===== config.mk =====
export PLATFORM = sky130hd
export DESIGN_NAME = regfile_writeback_flat
export DESIGN_NICKNAME = d
export VERILOG_FILES = /design/src/rtl/regfile_writeback_if.sv /design/src/rtl/regfile_writeback.sv /design/src/flat_wrapper.sv
export SDC_FILE = /design/constraint.sdc
export NUM_CORES = 2
export LEC_CHECK = 0
export ABC_CLOCK_PERIOD_IN_PS = 36300
export CAP_MARGIN = 20
export CORE_MARGIN = 2
export CORE_UTILIZATION = 50
export CTS_CLUSTER_SIZE = 14
export DETAILED_ROUTE_END_ITERATION = 10
export PLACE_DENSITY_LB_ADDON = 0.3
export SYNTH_ARGS = -nofsm -noshare
export SYNTH_HDL_FRONTEND = slang
export SYNTH_SLANG_ARGS = --single-unit

===== constraint.sdc =====
create_clock -name clock -period 36.3 [get_ports clock]
set_clock_uncertainty 0.05 [all_clocks]
set_input_delay 7.26 -clock clock [delete_from_list [all_inputs] [get_ports clock]]
set_output_delay 7.26 -clock clock [all_outputs]
set_load 0.01 [all_outputs]

===== src/rtl/regfile_writeback_if.sv =====
// Write-back, issue and operand-read signals between the pipeline and the register file.
// The pipeline side takes the master modport, the register file takes the slave modport.
interface regfile_writeback_if #(
  parameter int W = 32
);
  logic         wb_en;
  logic [4:0]   wb_addr;
  logic [W-1:0] wb_data;
  logic         issue_en;
  logic [4:0]   issue_dst;
  logic         hold;
  logic [4:0]   raddr_a;
  logic [4:0]   raddr_b;
  logic [W-1:0] rdata_a;
  logic [W-1:0] rdata_b;
  logic         busy_a;
  logic         busy_b;

  modport master (
    output wb_en, wb_addr, wb_data, issue_en, issue_dst, hold, raddr_a, raddr_b,
    input  rdata_a, rdata_b, busy_a, busy_b
  );

  modport slave (
    input  wb_en, wb_addr, wb_data, issue_en, issue_dst, hold, raddr_a, raddr_b,
    output rdata_a, rdata_b, busy_a, busy_b
  );
endinterface


===== src/rtl/regfile_writeback.sv =====
// 32-entry register file: one write-back port, two registered read ports, and a pending-write scoreboard.
// Optional REGFILE_BYPASS_EN forwards same-edge write-back data and masks busy on a matching read.
module regfile_writeback #(
  parameter int W      = 32,
  parameter int N_REGS = 32
) (
  input logic                 clock,
  input logic                 reset,
  regfile_writeback_if.slave  bus
);
  localparam int NP = 2;

  logic [N_REGS-1:0][W-1:0] regs_q;
  logic [N_REGS-1:0]        busy_q, busy_d;
  logic [NP-1:0][4:0]       raddr;
  logic [NP-1:0][W-1:0]     rdata_q, rdata_d;
  logic [NP-1:0]            busy_rd;
  logic                     wr_ok, iss_ok;

  assign wr_ok  = bus.wb_en    && (bus.wb_addr   != 5'd0);
  assign iss_ok = bus.issue_en && (bus.issue_dst != 5'd0);
  assign raddr  = {bus.raddr_b, bus.raddr_a};

  // Issue is applied after write-back so a same-edge issue leaves the register pending.
  always_comb begin
    busy_d = busy_q;
    if (wr_ok)  busy_d[bus.wb_addr]   = 1'b0;
    if (iss_ok) busy_d[bus.issue_dst] = 1'b1;
  end

  // regs_q[0] is cleared by reset and never written, so it reads as zero without a mux.
  for (genvar p = 0; p < NP; p++) begin : g_rd
`ifdef REGFILE_BYPASS_EN
    logic hit;
    assign hit        = wr_ok && (bus.wb_addr == raddr[p]);
    assign rdata_d[p] = bus.hold ? rdata_q[p] :
                        hit      ? bus.wb_data : regs_q[raddr[p]];
    assign busy_rd[p] = busy_q[raddr[p]] && !hit;
`else
    assign rdata_d[p] = bus.hold ? rdata_q[p] : regs_q[raddr[p]];
    assign busy_rd[p] = busy_q[raddr[p]];
`endif
  end

  always_ff @(posedge clock or posedge reset) begin
    if (reset) begin
      regs_q  <= '0;
      busy_q  <= '0;
      rdata_q <= '0;
    end else begin
      if (wr_ok) regs_q[bus.wb_addr] <= bus.wb_data;
      busy_q  <= busy_d;
      rdata_q <= rdata_d;
    end
  end

  assign bus.rdata_a = rdata_q[0];
  assign bus.rdata_b = rdata_q[1];
  assign bus.busy_a  = busy_rd[0];
  assign bus.busy_b  = busy_rd[1];
endmodule


===== src/flat_wrapper.sv =====
// flat-port wrapper written by rule: the top's interface ports become plain ports
module regfile_writeback_flat 
#(
  parameter int W      = 32,
  parameter int N_REGS = 32
)
  (clock, reset, bus_wb_en, bus_wb_addr, bus_wb_data, bus_issue_en, bus_issue_dst, bus_hold, bus_raddr_a, bus_raddr_b, bus_rdata_a, bus_rdata_b, bus_busy_a, bus_busy_b);
  regfile_writeback_if #(.W(W)) bus_i ();
  input logic clock;
  input logic reset;
  input wire logic [$bits(bus_i.wb_en)-1:0] bus_wb_en;
  input wire logic [$bits(bus_i.wb_addr)-1:0] bus_wb_addr;
  input wire logic [$bits(bus_i.wb_data)-1:0] bus_wb_data;
  input wire logic [$bits(bus_i.issue_en)-1:0] bus_issue_en;
  input wire logic [$bits(bus_i.issue_dst)-1:0] bus_issue_dst;
  input wire logic [$bits(bus_i.hold)-1:0] bus_hold;
  input wire logic [$bits(bus_i.raddr_a)-1:0] bus_raddr_a;
  input wire logic [$bits(bus_i.raddr_b)-1:0] bus_raddr_b;
  output wire logic [$bits(bus_i.rdata_a)-1:0] bus_rdata_a;
  output wire logic [$bits(bus_i.rdata_b)-1:0] bus_rdata_b;
  output wire logic [$bits(bus_i.busy_a)-1:0] bus_busy_a;
  output wire logic [$bits(bus_i.busy_b)-1:0] bus_busy_b;
  assign bus_i.wb_en = bus_wb_en;
  assign bus_i.wb_addr = bus_wb_addr;
  assign bus_i.wb_data = bus_wb_data;
  assign bus_i.issue_en = bus_issue_en;
  assign bus_i.issue_dst = bus_issue_dst;
  assign bus_i.hold = bus_hold;
  assign bus_i.raddr_a = bus_raddr_a;
  assign bus_i.raddr_b = bus_raddr_b;
  assign bus_rdata_a = bus_i.rdata_a;
  assign bus_rdata_b = bus_i.rdata_b;
  assign bus_busy_a = bus_i.busy_a;
  assign bus_busy_b = bus_i.busy_b;
  regfile_writeback #(.W(W), .N_REGS(N_REGS)) u_core (.clock(clock), .reset(reset), .bus(bus_i));
endmodule

==> results.toml <==
[status]
run_status = "finished clean"

[route]
final_antenna_net_count = 0
post_drt_wl_per_cell_microns = 29.6
wl_microns = 180000
drtIter0Drc = 3550
drc_errors = 0
vias = 40400
dr.pass1.iters = 6
via_per_inst = 6.64

[synth]
synth_top_area_share_pct = 47.0
synth_warnings = 0
yosysSeqAreaShare_pct = 47.0
synth_fa_ha_area_share_pct = 0
synthFlopType = "dfrtp_1"
synth_edf_count = 0
netlist-cell-type-count = 38
ys_ff_latch = 1120
synth-xor-area-share_pct = 0
synth_top_family_by_area = "multiplexers"
synth_cells = 4618
muxShareOfSynthArea_pct = 36.7
yosys.area.top_type = "dfrtp_1"
synth_area_sq_mm = 0.0596
synth.area.top_cells = "dfrtp_1 47%, mux2_2 18%, mux2i_1 17%"
async_flop_share_pct = 100
synth-compound-area-share_pct = 11.0
synth_fp_nets = 4675
yosys.area_share.simple_pct = 1.14
synth.avg_cell_area_sq_um = 12.9

[critical_path]
crit_type = "primary input to primary output"
slowest_delay_ns = 0.76
path_max_fanout = 130
end_kind = "primary output"
crit_buf_inv = 3
cpLargestDelayFamily = "buffers and inverters"
crit_top_cell = "mux4_2"
crit_arrival_ns = 10.49
crit_slowest_cell = "buf_12"
r2r-start = "u_core.regs_q[5]"
startpoint_type = "primary input"
crit_required_ns = 28.99
cp-startpoint = "bus_raddr_a[0]"
cp_cell_sequence = "buf_8, buf_12, mux4_2, mux4_2, mux2_2, clkdlybuf4s50_1"

[place]
dpl.hpwl_microns = 88400
dp.cells = 5850
portBuffers = 122
routabilityCongestion = 0.811

[grt]
grtUsageMet3_pct = 4.68
grt_pass1_wl_microns = 268000
grt_max_degree = 146
antenna_found_initial = 3
globalRouteOverflowTotal = 0
grt_util_met2_pct = 48.3
track_usage_pct = 29.1
use_met1_pct = 38.3
grt_busiest_layer = "met2"
grt_pass1_vias = 41000

[cts]
clkLatencyLatePin_ns = 0.73
cts_buffer_depth = 3
cts_buffers = 121
clock_sinks = 1120
cts_hold_buf = 0
path_clk_slew_ns = 0.06
cts_tree = "built"
cts_setup_buffers = 0
cts-root-buf = "clkbuf_16"
htree_levels = 3
ctsResizeCount = 0

[pwr]
clockPowerShare_pct = 34.8
p_seq_share_pct = 46.1
p_int_mw = 2.60
power.leakage_nw = 30.3
power.density_mw_per_mm2 = 55.3
ir_drop_uv = 38.7
p_sw_share_pct = 28.2
switching_power_mw = 1.02
p_total_mw = 3.62
p_comb_share_pct = 19.1

[floorplanning]
core-area_sq_mm = 0.118
initial_core_util_pct = 50.5
rows = 126
fp.dieW_microns = 349
pin_count = 123
die-area_sq_mm = 0.122
die_h_microns = 349

[timing]
hold_viol_final = 0
slew-limit-headroom_pct = 19.7
period_needed_ns = 17.80
tightest_slew_ns = 1.20
timing.fmax_ghz = 0.0562
rsz0062_at_grt = "false"
setup_tns_ns = 0
slew_viol_final = 0
setup_violations = 0
fin_crit_sh_pct = 49.0

[cells_and_area]
finalNetCount = 4499
instances_no_fill = 6076
n_fill_cell = 9665
area_growth_pct = 9.74
drive_gt1_share_pct = 30.4

[flow_run]
max_cap_viol_count = 0

[min_path]
holdCritStartpoint = "u_core.regs_q[24]"
hp-class = "flip-flop to flip-flop"
[cells in the mapped netlist, types with 8 or more instances]
master	instances
a21oi_1	128
a221oi_1	123
a22o_1	139
a22oi_1	256
buf_1	58
buf_2	107
buf_4	37
buf_6	32
clkbuf_1	262
dfrtp_1	1120
mux2_1	18
mux2_2	976
mux2i_1	1024
mux4_2	20
nand2_1	84
nand2b_1	10
nor2_1	16
nor2b_1	8
o21ai_0	24
o22ai_1	64
o41ai_2	59
[power groups by stage]
stage | sequential (mW) | combinational [mW] | clock (mW)
6_report | 1.67 | 0.692 | 1.26
5_1_grt | 1.69 | 0.750 | 1.33
4_1_cts | 1.66 | 0.690 | 1.27
3_5_place_dp | 1.68 | 0.688 | 0
3_3_place_gp | 1.67 | 0.669 | 0
2_1_floorplan | 1.64 | 0.540 | 0
[placed cells by master, fill, tap and decap left out, types with 8 or more instances in the layout]
master	instances
dfrtp_1	1120
mux2i_1	1024
mux2_2	976
a22oi_1	256
a22o_1	139
a21oi_1	128
clkbuf_16	124
a221oi_1	123
clkdlybuf4s50_1	119
nand2_1	71
buf_4	66
o22ai_1	64
o41ai_2	59
clkbuf_1	33
o21ai_0	24
mux4_2	20
clkinv_2	19
clkbuf_8	19
mux2_1	18
nor2_4	14
bufinv_16	11
buf_12	10
nand2_4	8
[layer usage]
| layer | part of all wire, % | up-vias |
|---|---|---|
| met4 | 4.0 | 0 |
| met1 | 42 | 21200 |
| met5 | 0 | - |
| li1 | - | 17200 |
| met3 | 6.5 | 460 |
| met2 | 48 | 1498 |
[state kept, by name, indices dropped and copies added, names as in the netlist]
signal,flops
u_core.bus.rdata_a,32
u_core.bus.rdata_b,32
u_core.busy_q,32
u_core.regs_q,1024
[worst paths after layout]
kind / to / slack (ns) / cells after the start
max in group asynchronous: u_core.regs_q[653] / 24.89 / 7
hold reg to reg: u_core.regs_q[24] / 0.35 / 0
setup / recovery: bus_busy_a / 18.50 / 6
min in group asynchronous: u_core.busy_q[0] / 6.87 / 2
hold / removal: u_core.regs_q[24] / 0.35 / 0
setup reg to reg: u_core.bus.rdata_a[5] / 34.51 / 5
[layout make-up]
cell class,count,area [sq um],share of cell area (%)
antenna,1,2.50,0.00383
inverter,2,11.3,0.0172
clock buffer,175,3460,5.30
clock inverter,45,579,0.886
timing repair buffer,202,2020,3.09
sequential,1120,28000,42.9
multi-input combinational,2995,29400,44.9
tap,1536,1920,2.94
[logic make-up (layout without fill, tap and decap cells)]
logic type      count (synthesis)  count (layout)
mux                          2038            2038
flops                        1120            1120
compound gates                811             811
buf+inv                       503             424
simple gates                  146             146
other cells                     0               1
[per-stage QoR]
step	hold WS, ns	instance area (sq um)	setup slack, ns	utilization [%]
finish	0.347	65400	18.50	55.4
global route	0.361	65400	18.30	55.4
CTS	0.351	65300	18.37	55.3
detailed placement	0.338	61200	18.39	51.9
global placement	0.334	61200	18.35	51.9
floorplan	0.391	59600	13.53	-
Note: power is estimated with default switching activity, not from simulation.
